File: src/rtl/memory_turn_scoreboard.sv
`default_nettype none
// ============================================================================
// Module      : memory_turn_scoreboard
// Description : N-player turn, BCD turn timer, BCD score and winner controller
//               for the memory card game.
// Revision    : 1.0 - initial release
// ============================================================================
module memory_turn_scoreboard #(
    parameter int NUM_PLAYERS  = 2,
    parameter int TOTAL_PAIRS  = 8,
    parameter int TURN_SECONDS = 15,
    parameter int CLK_HZ       = 25000000,
    parameter int PW           = ($clog2(NUM_PLAYERS) > 1) ? $clog2(NUM_PLAYERS) : 1
) (
    input  logic                     clk,
    input  logic                     rst,
    input  logic                     start,
    input  logic                     match_valid,
    input  logic                     match_hit,
    output logic [PW-1:0]            cur_player,
    output logic [3:0]               timer_tens,
    output logic [3:0]               timer_units,
    output logic [8*NUM_PLAYERS-1:0] scores_bcd,
    output logic [6:0]               pairs_found,
    output logic                     turn_timeout,
    output logic                     game_done,
    output logic                     result_valid,
    output logic [PW-1:0]            winner,
    output logic                     tie
);

    localparam int              PSW           = (CLK_HZ > 1) ? $clog2(CLK_HZ) : 1;
    localparam logic [PSW-1:0]  c_PRESC_MAX   = PSW'(CLK_HZ - 1);
    localparam logic [PW-1:0]   c_LAST_PLAYER = PW'(NUM_PLAYERS - 1);
    localparam logic [3:0]      c_TENS        = 4'(TURN_SECONDS / 10);
    localparam logic [3:0]      c_UNITS       = 4'(TURN_SECONDS % 10);
    localparam logic [6:0]      c_TOTAL       = 7'(TOTAL_PAIRS);

    typedef enum logic [1:0] {
        ST_IDLE = 2'd0,
        ST_PLAY = 2'd1,
        ST_DONE = 2'd2
    } state_t;

    state_t          r_state;
    logic [PW-1:0]   r_cur_player;
    logic [PW-1:0]   r_winner;
    logic [PW-1:0]   r_scan_idx;
    logic [3:0]      r_tens;
    logic [3:0]      r_units;
    logic [7:0]      r_scores [NUM_PLAYERS];
    logic [7:0]      r_max;
    logic [6:0]      r_pairs;
    logic [PSW-1:0]  r_presc;
    logic            r_turn_timeout;
    logic            r_tie;
    logic            r_result_valid;

    logic            w_sec_tick;
    logic            w_new_game;
    logic            w_timer_zero;
    logic [PW-1:0]   w_next_player;
    logic [7:0]      w_cur_score;
    logic [7:0]      w_score_inc;

    assign w_sec_tick    = (r_state == ST_PLAY) && (r_presc == c_PRESC_MAX);
    assign w_new_game    = start && (r_state != ST_PLAY);
    assign w_timer_zero  = (r_tens == 4'd0) && (r_units == 4'd0);
    assign w_next_player = (r_cur_player == c_LAST_PLAYER) ? '0 : r_cur_player + 1'b1;
    assign w_cur_score   = r_scores[r_cur_player];

    // BCD increment of the active player's score, saturating at 99
    always_comb begin
        w_score_inc = w_cur_score;
        if (w_cur_score == 8'h99) begin
            w_score_inc = w_cur_score;
        end else if (w_cur_score[3:0] == 4'd9) begin
            w_score_inc = {w_cur_score[7:4] + 4'd1, 4'd0};
        end else begin
            w_score_inc = {w_cur_score[7:4], w_cur_score[3:0] + 4'd1};
        end
    end

    always_ff @(posedge clk or negedge rst) begin
        if (!rst) begin
            r_state        <= ST_IDLE;
            r_cur_player   <= '0;
            r_winner       <= '0;
            r_scan_idx     <= '0;
            r_tens         <= c_TENS;
            r_units        <= c_UNITS;
            r_max          <= '0;
            r_pairs        <= '0;
            r_presc        <= '0;
            r_turn_timeout <= 1'b0;
            r_tie          <= 1'b0;
            r_result_valid <= 1'b0;
            for (int i = 0; i < NUM_PLAYERS; i++) r_scores[i] <= '0;
        end else begin
            r_turn_timeout <= 1'b0;
            if (w_new_game) begin
                r_state        <= ST_PLAY;
                r_cur_player   <= '0;
                r_tens         <= c_TENS;
                r_units        <= c_UNITS;
                r_pairs        <= '0;
                r_presc        <= '0;
                r_winner       <= '0;
                r_tie          <= 1'b0;
                r_result_valid <= 1'b0;
                for (int i = 0; i < NUM_PLAYERS; i++) r_scores[i] <= '0;
            end else begin
                case (r_state)
                    ST_PLAY: begin
                        // A resolved match outranks a coincident second tick
                        if (match_valid) begin
                            r_presc <= '0;
                            if (match_hit) begin
                                r_scores[r_cur_player] <= w_score_inc;
                                r_pairs                <= r_pairs + 7'd1;
                                if (r_pairs + 7'd1 == c_TOTAL) begin
                                    r_state        <= ST_DONE;
                                    r_scan_idx     <= '0;
                                    r_winner       <= '0;
                                    r_tie          <= 1'b0;
                                    r_result_valid <= 1'b0;
                                end else begin
                                    r_tens  <= c_TENS;
                                    r_units <= c_UNITS;
                                end
                            end else begin
                                r_cur_player <= w_next_player;
                                r_tens       <= c_TENS;
                                r_units      <= c_UNITS;
                            end
                        end else if (w_sec_tick) begin
                            r_presc <= '0;
                            if (w_timer_zero) begin
                                r_cur_player   <= w_next_player;
                                r_tens         <= c_TENS;
                                r_units        <= c_UNITS;
                                r_turn_timeout <= 1'b1;
                            end else if (r_units == 4'd0) begin
                                r_tens  <= r_tens - 4'd1;
                                r_units <= 4'd9;
                            end else begin
                                r_units <= r_units - 4'd1;
                            end
                        end else begin
                            r_presc <= r_presc + 1'b1;
                        end
                    end
                    ST_DONE: begin
                        // Index 0 loads the running max; later indices compare
                        if (!r_result_valid) begin
                            if (r_scan_idx == '0) begin
                                r_max      <= r_scores[0];
                                r_scan_idx <= PW'(1);
                            end else begin
                                if (r_scores[r_scan_idx] > r_max) begin
                                    r_max    <= r_scores[r_scan_idx];
                                    r_winner <= r_scan_idx;
                                    r_tie    <= 1'b0;
                                end else if (r_scores[r_scan_idx] == r_max) begin
                                    r_tie <= 1'b1;
                                end
                                if (r_scan_idx == c_LAST_PLAYER) begin
                                    r_result_valid <= 1'b1;
                                end else begin
                                    r_scan_idx <= r_scan_idx + 1'b1;
                                end
                            end
                        end
                    end
                    default: ;
                endcase
            end
        end
    end

    generate
        for (genvar gi = 0; gi < NUM_PLAYERS; gi++) begin : g_scores
            assign scores_bcd[8*gi +: 8] = r_scores[gi];
        end
    endgenerate

    assign cur_player   = r_cur_player;
    assign timer_tens   = r_tens;
    assign timer_units  = r_units;
    assign pairs_found  = r_pairs;
    assign turn_timeout = r_turn_timeout;
    assign game_done    = (r_state == ST_DONE);
    assign result_valid = r_result_valid;
    assign winner       = r_winner;
    assign tie          = r_tie;

endmodule
`default_nettype wire

File: config.mk
export PLATFORM = sky130hd
export DESIGN_NAME = memory_turn_scoreboard
export DESIGN_NICKNAME = d
export VERILOG_FILES = /design/src/rtl/memory_turn_scoreboard.sv
export SDC_FILE = /design/constraint.sdc
export NUM_CORES = 1
export LEC_CHECK = 0
export CORE_UTILIZATION = 25
export DETAILED_ROUTE_END_ITERATION = 7
export PLACE_DENSITY = 0.51
export REMOVE_ABC_BUFFERS = 1
export SYNTH_ARGS = -nofsm -noshare
export SYNTH_HDL_FRONTEND = slang
export SYNTH_SLANG_ARGS = --single-unit
File: constraint.sdc
create_clock -name clk -period 9.7 [get_ports clk]
set_clock_uncertainty 0.1 [all_clocks]
set_input_delay 0.97 -clock clk [delete_from_list [all_inputs] [get_ports clk]]
set_output_delay 0.97 -clock clk [all_outputs]
set_load 0.01 [all_outputs]
==> summary.md <==
| Metric | Value |
|---|---|
| Run status | `completed` |
| Worst VDD drop | `82.6 µV` |
| CTS tree | `built` |
| Final Power | `903 µW` |
| Port Buf Inserts | `41` |
| Mapped Cells | `438` |
| First-pass GRT wire length | `16,500 µm` |
| CTS Buf Count | `9` |
| Die Y | `130 µm` |
| Most frequent cells in the layout | `69 x dfrtp_1, 46 x nand2_1, 43 x nor2_1` |
| Leak | `2.10 nW` |
| Seq/Total Area, Yosys | `44.2%` |
| Die footprint | `16,900 µm²` |
| Setup TNS | `0 ns` |
| Actual slew at the worst max-slew pin | `1.06 ns` |
| CTS root buffer | `clkbuf_16` |
| MaxCap Viol Count | `0` |
| Hold buffers post-CTS | `0` |
| Fillcell total | `1,664` |
| # rows | `46` |
| Worst setup path class | `reg2reg` |
| Initial antenna violation count | `0` |
| Initial core utilization | `25.6%` |
| Setup crit start kind | `register` |
| Post-Layout Inst Area | `5020 µm²` |
| Grt ovf | `0` |
| Area grow syn2layout | `22.7%` |
| PostCTS Resize Cnt | `0` |
| CP Data Arrival Time | `3.70 ns` |
| Average cell area after synthesis | `9.33 µm²` |
| Final slew viol count | `0` |
| Post-CTS Setup Bufs | `0` |
| Post-DP HPWL | `6920 µm` |
| Commonest non-fill, non-tap cell in the layout | `dfrtp_1` |
| Asr flop ratio synth | `100%` |
| Clock tree sinks | `72` |
| Detailed Routing Iterations Pass 1 | `4` |
| Max clock buf depth | `2` |
| DR WL/cell | `14.0 µm` |
| Core Region | `15,900 µm²` |
| Final layout net count | `496` |
| # IOs | `42` |
| Clock power share | `37.3%` |
| Synth warn | `0` |
| Flop pwr share | `41.1%` |
| Pwr dens | `180 nW/µm²` |
| P_sw | `272 µW` |
| Flop-to-flop setup slack | `6.13 ns` |
| Post-synth cell types | `57` |
| Gr usage total | `12.7%` |
| # H-tree levels | `3` |
| WP data required | `9.83 ns` |
| Mapped Area | `4090 µm²` |
| Placed Area | `4720 µm²` |
| Crit path buf inv count | `0` |
| Pin count of the biggest net entering global routing | `73` |
| Relative slew slack | `29.5%` |
| Maximum clock rate | `0.280 GHz` |
| RSZ-0062 raised after global routing | `no` |
| Slowest cell on crit path | `a2111oi_2` |
| DR iter-0 viols | `175` |
| GP Congestion | `0.761` |
| Setup crit end kind | `register` |
| Post-Route WL | `9780 µm` |
| Residual DRC | `0` |
| Hold Crit Class | `reg2reg` |
| Chip width | `130 µm` |
| DRT antenna net count | `0` |
| Final setup viols | `0` |
| Internal power | `631 µW` |
| Vias in the first global route | `3,281` |
| Gate power share | `21.6%` |
| Sw frac | `30.1%` |
| Vias | `3,311` |
| Ys flop type | `dfrtp_1` |
| Crit share post-route | `36.9%` |
| Final Hold Viols | `0` |
| Critical-path cell list | `mux2_2, ha_1, nor2b_1, o211ai_1, a21oi_1, o22ai_1, a2111oi_2, mux2_2` |
| Ant diodes | `0` |
| Most used cell, CP | `mux2_2` |
| Routed vias/inst | `4.74` |
| EDFF count, synth | `0` |
| Worst-path clk slew | `0.06 ns` |
| Clk_lat worst skew | `0.34 ns` |
| FF+latch count, synth | `72` |
| CP max FO | `13` |
| Crit path time final | `3.57 ns` |
| Ratio of cells with drive above 1 in the final layout | `10.4%` |
| Delay-heaviest family, CP | `compound AO/OA/AOI/OAI gates` |
| Max incr delay on CP | `0.99 ns` |
-- routing by layer --
layer	GRT usage, %	share of wire [%]
met1	16.7	49
met2	19.5	44
met3	4.22	5.4
met4	4.38	1.5
met5	0	0
-- sequential cells by signal (all words and copies together) (netlist names) --
name          cells
r_presc          25
scores_bcd       16
timer_tens        4
turn_timeout      1
result_valid      1
pairs_found       7
cur_player        1
timer_units       4
r_state           2
r_scan_idx        1
winner            1
r_max             8
tie               1
-- path summary, 6_finish.rpt --
| kind | from | endpoint | cells after the start |
|---|---|---|---|
| max in group asynchronous | rst | scores_bcd[10] | 1 |
| min in group asynchronous | rst | r_presc[13] | 1 |
| worst max register to register | r_scan_idx | r_max[2] | 8 |
| worst min-delay path | r_max[3] | r_max[3] | 1 |
| worst max-delay path | r_scan_idx | r_max[2] | 8 |
| worst min register to register | r_max[3] | r_max[3] | 1 |
-- power by group through the flow --
stage | logic (mW) | clock network, mW | registers (mW)
6_report | 0.195 | 0.337 | 0.371
5_1_grt | 0.217 | 0.360 | 0.377
3_3_place_gp | 0.188 | 0 | 0.376
2_1_floorplan | 0.107 | 0 | 0.370
3_5_place_dp | 0.194 | 0 | 0.375
4_1_cts | 0.196 | 0.346 | 0.371
-- Yosys cell counts, drive strengths merged, types with 4 or more instances --
cell,count,share of area [%]
a21oi,18,2.2
a31oi,5,0.77
and2,7,1.1
and3,5,0.77
buf,4,0.46
clkbuf,10,0.92
dfrtp,69,42
ha,14,4.3
inv,20,1.8
mux2,19,5.2
mux2i,10,2.4
nand2,46,4.2
nand2b,4,0.61
nand3,21,2.7
nand4,7,1.1
nor2,43,3.9
nor2b,8,1.2
nor3,5,0.61
nor4,5,0.77
o21ai,37,4.5
o31ai,10,1.8
or4,4,0.92
xnor2,11,2.4
xor2,8,1.7
-- cell families after synthesis --
family	share of synthesized area, %
AO/OA/AOI/OAI	15.5
XOR/XNOR	4.07
adder cells (fa/ha/maj)	4.29
buffers and inverters	3.21
flip-flops	44.2
multiplexers	7.69
AND/OR/NAND/NOR	21.1
-- layout make-up --
type,count,area [µm²],share of cell area [%]
clock inverter,3,40.0,0.798
multi-input combinational,332,2150,42.9
inverter,20,75.1,1.50
sequential,72,1810,36.0
tap,216,270,5.39
clock buffer,13,260,5.19
timing repair buffer,42,415,8.28
-- through the flow --
| stage | hold slack, ns | setup WS, ns | utilization (%) | cells |
|---|---|---|---|---|
| floorplan | 0.381 | 6.63 | - | 424 |
| detailed placement | 0.395 | 6.13 | 29.6 | 682 |
| global placement | 0.389 | 6.25 | 29.6 | 682 |
| finish | 0.405 | 6.13 | 31.5 | 698 |
| global route | 0.414 | 5.87 | 31.5 | 698 |
| CTS | 0.408 | 6.10 | 31.5 | 698 |
(Power assumes the default switching activity.)
